[src/rtl/bus_slot_arbiter.sv]
// rtl/bus_slot_arbiter.sv - bus-cycle slot sequencer with DMA slot arbiter, /DTACK generator and address masking
module bus_slot_arbiter #(
    parameter int SLOT_BITS  = 2,
    parameter int ADDR_W     = 22,
    parameter int NUM_CH     = 3,
    parameter int DTACK_SLOT = 2,
    parameter int RAM_WAIT   = 0
) (
    input  logic                     clk8,
    input  logic                     _reset,
    output logic [SLOT_BITS-1:0]     busSlot,
    input  logic [ADDR_W-1:0]        cpuAddr,
    input  logic                     _cpuAS,
    input  logic                     _cpuRW,
    input  logic                     _cpuUDS,
    input  logic                     _cpuLDS,
    input  logic                     selectRAM,
    input  logic                     selectROM,
    output logic                     _cpuDTACK,
    input  logic [NUM_CH-1:0]        dmaReq,
    input  logic [NUM_CH*ADDR_W-1:0] dmaAddr,
    input  logic [NUM_CH-1:0]        dmaRom,
    output logic [NUM_CH-1:0]        dmaAck,
    input  logic [ADDR_W-1:0]        ramMask,
    input  logic [ADDR_W-1:0]        romMask,
    input  logic [ADDR_W-1:0]        romBase,
    output logic [ADDR_W-1:0]        memoryAddr,
    output logic                     _ramCS,
    output logic                     _ramOE,
    output logic                     _ramWE,
    output logic                     _romCS,
    output logic                     _romOE,
    output logic                     _memoryUDS,
    output logic                     _memoryLDS,
    output logic                     cpuOwnsBus
);

    typedef enum logic [1:0] {IDLE, WAIT, ACK} dtackState_t;

    dtackState_t           state;
    logic [1:0]            waitCnt;
    logic [SLOT_BITS-1:0]  nextSlot;
    logic                  enterDma;
    logic                  enterDtack;
    logic                  dmaHit;
    logic [NUM_CH-1:0]     dmaGrant;
    logic [ADDR_W-1:0]     dmaSelAddr;
    logic                  dmaSelRom;

    // Everything is decided on the edge that enters a slot, so decode the slot being entered.
    assign nextSlot   = busSlot + SLOT_BITS'(1);
    assign enterDma   = (nextSlot == '0);
    assign enterDtack = (nextSlot == SLOT_BITS'(DTACK_SLOT));

    function automatic logic [ADDR_W-1:0] maskAddr(input logic [ADDR_W-1:0] a, input logic toRom);
        return toRom ? ((a & romMask) | romBase) : (a & ramMask);
    endfunction

    // Scan from the highest index down so the lowest requesting channel overwrites the rest.
    always_comb begin
        dmaHit     = 1'b0;
        dmaGrant   = '0;
        dmaSelAddr = '0;
        dmaSelRom  = 1'b0;
        for (int i = NUM_CH - 1; i >= 0; i--) begin
            if (dmaReq[i]) begin
                dmaHit      = 1'b1;
                dmaGrant    = '0;
                dmaGrant[i] = 1'b1;
                dmaSelAddr  = dmaAddr[i*ADDR_W +: ADDR_W];
                dmaSelRom   = dmaRom[i];
            end
        end
    end

    always_ff @(posedge clk8) begin
        if (!_reset) begin
            busSlot    <= '0;
            cpuOwnsBus <= 1'b0;
            dmaAck     <= '0;
            memoryAddr <= '0;
            _ramCS     <= 1'b1;
            _ramOE     <= 1'b1;
            _ramWE     <= 1'b1;
            _romCS     <= 1'b1;
            _romOE     <= 1'b1;
            _memoryUDS <= 1'b1;
            _memoryLDS <= 1'b1;
        end else begin
            busSlot    <= nextSlot;
            cpuOwnsBus <= !enterDma;
            dmaAck     <= '0;
            _ramCS     <= 1'b1;
            _ramOE     <= 1'b1;
            _ramWE     <= 1'b1;
            _romCS     <= 1'b1;
            _romOE     <= 1'b1;
            _memoryUDS <= 1'b1;
            _memoryLDS <= 1'b1;
            if (enterDma) begin
                // A CPU cycle still pending here gets no strobes; only DMA owns slot 0.
                if (dmaHit) begin
                    dmaAck     <= dmaGrant;
                    memoryAddr <= maskAddr(dmaSelAddr, dmaSelRom);
                    _memoryUDS <= 1'b0;
                    _memoryLDS <= 1'b0;
                    if (dmaSelRom) begin
                        _romCS <= 1'b0;
                        _romOE <= 1'b0;
                    end else begin
                        _ramCS <= 1'b0;
                        _ramOE <= 1'b0;
                    end
                end
            end else if (!_cpuAS) begin
                if (selectRAM) begin
                    memoryAddr <= maskAddr(cpuAddr, 1'b0);
                    _ramCS     <= 1'b0;
                    _ramOE     <= !_cpuRW;
                    _ramWE     <= _cpuRW;
                    _memoryUDS <= _cpuUDS;
                    _memoryLDS <= _cpuLDS;
                end else if (selectROM) begin
                    memoryAddr <= maskAddr(cpuAddr, 1'b1);
                    _romCS     <= 1'b0;
                    _romOE     <= !_cpuRW;
                    _memoryUDS <= _cpuUDS;
                    _memoryLDS <= _cpuLDS;
                end
            end
        end
    end

    // /DTACK stays low for as long as /AS does, whatever slot the bus is in.
    always_ff @(posedge clk8) begin
        if (!_reset) begin
            state     <= IDLE;
            waitCnt   <= 2'd0;
            _cpuDTACK <= 1'b1;
        end else if (_cpuAS) begin
            state     <= IDLE;
            waitCnt   <= 2'd0;
            _cpuDTACK <= 1'b1;
        end else begin
            case (state)
                IDLE: begin
                    if (enterDtack) begin
                        if (selectRAM && RAM_WAIT != 0) begin
                            state   <= WAIT;
                            waitCnt <= RAM_WAIT[1:0];
                        end else begin
                            state     <= ACK;
                            _cpuDTACK <= 1'b0;
                        end
                    end
                end
                WAIT: begin
                    if (enterDtack) begin
                        waitCnt <= waitCnt - 2'd1;
                        if (waitCnt == 2'd1) begin
                            state     <= ACK;
                            _cpuDTACK <= 1'b0;
                        end
                    end
                end
                ACK: begin
                    _cpuDTACK <= 1'b0;
                end
                default: begin
                    state     <= IDLE;
                    _cpuDTACK <= 1'b1;
                end
            endcase
        end
    end

endmodule

[config.mk]
export PLATFORM = sky130hd
export DESIGN_NAME = bus_slot_arbiter
export DESIGN_NICKNAME = d
export VERILOG_FILES = /design/src/rtl/bus_slot_arbiter.sv
export SDC_FILE = /design/constraint.sdc
export NUM_CORES = 1
export LEC_CHECK = 0
export BUFFER_PORTS_ARGS = -buffer_cell sky130_fd_sc_hd__buf_2
export CAP_MARGIN = 25
export CORE_MARGIN = 2
export CORE_UTILIZATION = 45
export CTS_CLUSTER_DIAMETER = 120
export DETAILED_ROUTE_END_ITERATION = 12
export HOLD_SLACK_MARGIN = 0.03
export PLACE_DENSITY = 0.82
export SETUP_SLACK_MARGIN = 0.02
export SLEW_MARGIN = 20
export SYNTH_ARGS = -nofsm -noshare
export SYNTH_HDL_FRONTEND = slang
export SYNTH_SLANG_ARGS = --single-unit
[constraint.sdc]
create_clock -name clk8 -period 1.8 [get_ports clk8]
set_input_delay 0.36 -clock clk8 [delete_from_list [all_inputs] [get_ports clk8]]
set_output_delay 0.36 -clock clk8 [all_outputs]
set_load 0.02 [all_outputs]
==> Word level (Yosys, flattened, before mapping) <==
Index checks and enable logic that the tools add are counted.
{ "word_totals": {"register_bits": 40, "latch_bits": 0, "word_cells": 105, "mem_count": 0, "mem_bits_ro": 0, "ramBits": 0, "input_bits": 168, "output_inout_bits": 36} }
{ "classes": {"n_mux": 53, "magnitude_cmp": 0, "n_bitwise": 11, "div": 0, "add_sub_neg": 2, "shifts": 0, "reduce_logical": 14, "n_eq_ne": 9, "n_mul": 0} }
{ "op_table": {"columns": ["op", "n"], "rows": [
  ["$mux W22", 9],
  ["$and A22 B22 Y22", 4],
  ["$or A22 B22 Y22", 2],
  ["$mux W1", 37],
  ["$reduce_and A3 Y1", 3],
  ["$mux W2", 4],
  ["$reduce_or A4 Y1", 2],
  ["$ne A2 B2 Y1 const B", 3],
  ["$pmux W2 S3", 1],
  ["$not A1 Y1", 5],
  ["$reduce_or A5 Y1", 1],
  ["$eq A2 B1 Y1 const B", 2],
  ["$eq A2 B2 Y1 const B", 2],
  ["$logic_not A2 Y1", 2],
  ["$ne A2 B1 Y1 const B", 2],
  ["$reduce_and A4 Y1", 1],
  ["$mux W3", 1],
  ["$pmux W1 S3", 1],
  ["$reduce_bool A3 Y1", 1],
  ["$add A2 B1 Y2 const B", 1],
  ["$logic_not A1 Y1", 2],
  ["$reduce_and A2 Y1", 1],
  ["$reduce_or A2 Y1", 1],
  ["$sub A2 B1 Y2 const B", 1]
]} }

==> Longest topological paths before layout <==
{ "depth": {"depth_word": 8, "ltp_mapped": 7, "mapped_depth_nobuf": 5} }

==> Worst setup path after synthesis <==
No wires, ideal clock.
{ "synth_timing": {"path_kind": "register -> register", "startpoint": "register busSlot[0]", "endpoint": "register memoryAddr[10]", "slack_ps": 118, "path_buffers": 1, "period_less_slack_ps": 1682, "arrival_time_ps": 1560, "required_time_ps": 1677, "setup_ps": 123, "path_stages_with_launch": 7, "path_cell_list": "dfxtp_1 ha_1 nor2_1 buf_4 a211oi_2 a211oi_1 a21oi_2"} }
{ "synth_between": {"elab_chain_cells": 4, "elab_cells_between_ends": 7, "cone_classes": "add/sub: 1; eq/ne: 2; mux: 1; reduce/logical: 3"} }
{ "synth_rtl": {"columns": ["element", "line_no", "text"], "rows": [
  ["from (decl)", "11", "output logic [SLOT_BITS-1:0] busSlot,"],
  ["from (signal assigned)", "90", "busSlot <= nextSlot;"],
  ["$add A2 B1 Y2 (*)", "51", "assign nextSlot = busSlot + SLOT_BITS'(1);"],
  ["$logic_not A2 Y1 (*)", "52", "assign enterDma = (nextSlot == '0);"],
  ["$ne A2 B1 Y1 (no source line) / $reduce_bool A3 Y1 (equally long branches)", null, null],
  ["$reduce_and A3 Y1 (no source line)", null, null],
  ["to (signal assigned)", "104", "memoryAddr <= maskAddr(dmaSelAddr, dmaSelRom);"],
  ["to (signal assigned)", "117", "memoryAddr <= maskAddr(cpuAddr, 1'b0);"],
  ["to (signal assigned)", "124", "memoryAddr <= maskAddr(cpuAddr, 1'b1);"],
  ["to (decl)", "27", "output logic [ADDR_W-1:0] memoryAddr,"]
]} }
Mark *: on every way between the ends. The rest lies on a longest branch, timed or not.
A chain may end at the register's enable or synchronous reset.

==> Worst setup path in the final report <==
{ "layout_timing": {"startpoint": "register busSlot[0]", "endpoint": "register memoryAddr[8]"} }
Same word-level chain as after synthesis.

==> results.py <==
metrics = {
    "status": {
        "status": "finished clean",
    },
    "synthesis": {
        "synth_most_common_cell": "o211ai_1",
        "ys_seq_area_frac": 0.212,
        "synthTopCellsByCount": "o211ai_1 (42), a31oi_1 (41), dfxtp_1 (37)",
        "syn_nets": 594,
        "synth_top_area_cell": "dfxtp_1",
        "synth_area_um2": 3490,
        "netlist.area_leader.share": 0.212,
        "synth-edff-count": 0,
        "synth_cell_types": 45,
        "ys.flop_type": "dfxtp_1",
        "avgSynthCellArea_um2": 8.23,
        "synth_seq_cells": 37,
        "syn_inst": 424,
        "yosys-top-cells-area": "dfxtp_1 (21%), o211ai_1 (9.0%), a31oi_1 (7.4%)",
        "ys.warnings.count": 0,
        "async_flop_share": 0,
    },
    "floorplanning": {
        "die_y_um": 92.0,
        "die_area_um2": 8470,
        "die_w_um": 92.0,
        "core-area_um2": 7610,
        "fp-row-count": 32,
        "io_pins": 204,
        "start_util": 0.459,
    },
    "placed_design": {
        "post-place-ws_ns": 0.0625,
        "gp_congestion": 0.839,
        "post-dp-hpwl_um": 9420,
        "numPortBuffers": 203,
    },
    "setup_path": {
        "r2r_setup_slack_ns": 0.17,
        "cp-startpoint": "busSlot[0]$_SDFF_PN0_",
        "r2r_cells": 6,
        "crit_type": "flop to flop",
        "cp-end-kind": "flop",
        "worstPathMaxFanout": 14,
        "endpoint": "memoryAddr[8]$_SDFFE_PN0P_",
        "startpoint_type": "flop",
        "required_ns": 1.97,
        "cp.arrival_ns": 1.80,
        "r2r_end": "memoryAddr[8]$_SDFFE_PN0P_",
        "reg2reg_from": "busSlot[0]$_SDFF_PN0_",
    },
    "layout": {
        "nets": 787,
        "largest_reg_flops": 22,
        "fill_cells": 676,
        "reg_top3": "memoryAddr x22, dmaAck x3, busSlot x2",
        "drive_gt1_frac": 0.471,
        "area_growth_pct": 35.8,
        "diodes": 0,
        "regMostFlops": "memoryAddr",
    },
    "clock_tree": {
        "cts_tree": "done",
        "numCtsBuffers": 5,
        "cts.clk_slew.worst_paths_ns": 0.08,
        "postCtsHoldBufs": 0,
        "cts_max_level": 2,
        "cts_buffer_depth": 2,
        "clock_latency_ns": 0.29,
        "cts.sink_count": 37,
        "post-cts-setup-buffers": 0,
        "cts-root-buf": "clkbuf_8",
    },
    "global_route": {
        "overflow": 0,
        "antenna_found_initial": 0,
        "grt_pass1_wl_um": 19500,
        "grt_usage": 0.278,
        "grt_max_degree": 32,
        "grt_pass1_vias": 4371,
    },
    "drt": {
        "drtIter0Drc": 211,
        "dr.pass1.iters": 5,
        "routed_wl_um": 12000,
        "antenna_left": 0,
        "drcViolationCount": 0,
        "wl_per_cell_um": 16.7,
        "viasPerCell": 6.04,
        "vias": 4349,
    },
    "power_and_ir_drop": {
        "ir_drop_v": 0.000264,
        "intPower_mw": 1.75,
        "power.leakage_nw": 2.13,
        "p_comb_frac": 0.383,
        "switching_share": 0.343,
        "switchingPower_mw": 0.912,
        "p_per_area_nw_per_um2": 562,
        "seqPwrFrac": 0.340,
        "p_clk_frac": 0.277,
    },
    "timing": {
        "post-route-worst-setup-slack_ns": 0.170,
        "worst_pin_slew_ns": 0.352,
        "fin_skew_ns": 0.0146,
        "finalMaxSlewViolations": 0,
        "rsz0062_at_grt": "false",
        "fin_setup_tns_ns": 0,
        "post-route-period-util": 0.906,
        "period_minus_slack_ns": 1.63,
        "setup_viol": 0,
        "finalHoldViolCount": 0,
        "slew_headroom": 0.764,
        "fmax_mhz": 613,
    },
    "min_path": {
        "min_from": "_cpuRW",
        "hold_class": "input port to flop",
    },
    "run": {
        "drv_cap": 0,
    },
}
worst min path at each step:
stage | endpoint | cells after the start | slack (ns)
2_1_floorplan | _romOE$_SDFF_PN1_ | 1 | 0.45
3_3_place_gp | busSlot[0]$_SDFF_PN0_ | 1 | 0.44
3_5_place_dp | busSlot[0]$_SDFF_PN0_ | 1 | 0.45
4_1_cts | _romOE$_SDFF_PN1_ | 2 | 0.27
5_1_grt | _romOE$_SDFF_PN1_ | 2 | 0.28
6_report | _romOE$_SDFF_PN1_ | 2 | 0.28
power groups by stage:
stage / clock [mW] / sequential [mW] / combinational, mW
floorplan: 0 / 0.994 / 0.534
global placement: 0 / 0.922 / 0.980
detailed placement: 0 / 0.924 / 1.01
CTS: 0.748 / 0.906 / 1.01
global route: 0.777 / 0.912 / 1.10
finish: 0.737 / 0.906 / 1.02
metal layers:
metal	vias to the layer above	track usage	wire length [um]
met4	0	0.0945	278
met2	267	0.517	6090
met5	-	0	0
li1	2047	-	-
met1	2003	0.314	4620
met3	32	0.0575	1030
cell families after synthesis:
family | after synthesis | synth area share
flops | 37 | 0.212
compound gates | 227 | 0.474
simple gates | 91 | 0.157
buf+inv | 46 | 0.0821
mux | 21 | 0.0674
fa+ha+maj | 2 | 0.00717
cell usage in the layout, fill, tap and decap left out, drive strengths merged, types with 2 or more instances in the layout:
cell type / synthesis / final
buf: 28 / 226
a21oi: 45 / 45
a211oi: 43 / 43
o211ai: 42 / 42
a31oi: 41 / 41
dfxtp: 37 / 37
nand2b: 23 / 23
nand2: 23 / 23
o21ai: 23 / 23
a21o: 23 / 23
and3b: 21 / 21
mux2: 20 / 20
nor2: 12 / 12
inv: 6 / 6
clkbuf: 12 / 5
nor3: 3 / 3
and3: 2 / 2
o32a: 2 / 2
nand3b: 2 / 2
o31a: 2 / 2
ha: 2 / 2
per-stage QoR:
stage / hold WS, ns / instances / util / power, mW / instance area (um2)
finish: 0.283 / 720 / 0.623 / 2.66 / 4740
global route: 0.283 / 720 / 0.623 / 2.79 / 4740
CTS: 0.273 / 720 / 0.621 / 2.66 / 4730
detailed placement: 0.452 / 712 / 0.606 / 1.93 / 4610
global placement: 0.445 / 712 / 0.606 / 1.90 / 4610
floorplan: 0.451 / 424 / - / 1.53 / 3490
worst max-delay path: stages, from the launching register on:
cell	delay (ns)
dfxtp_1	0.39
ha_2	0.28
o31a_4	0.20
buf_6	0.20
a211oi_2	0.06
a211oi_1	0.30
a21oi_2	0.10
timing repair:
item	4_1_cts	5_1_grt
resized for setup	0	3
setup endpoints to repair	0	14
endpoints found under the hold margin	0	0
area by class of cell:
class | count | area (um2) | share of cell area
multi-input cells | 341 | 2480 | 0.523
repair buffers | 226 | 1250 | 0.265
flip-flops and latches | 37 | 741 | 0.156
well taps | 102 | 128 | 0.0269
clock buffers | 5 | 68.8 | 0.0145
clock inverters | 3 | 46.3 | 0.00977
inverters | 6 | 22.5 | 0.00475
Note: power is estimated with default switching activity, not from simulation.
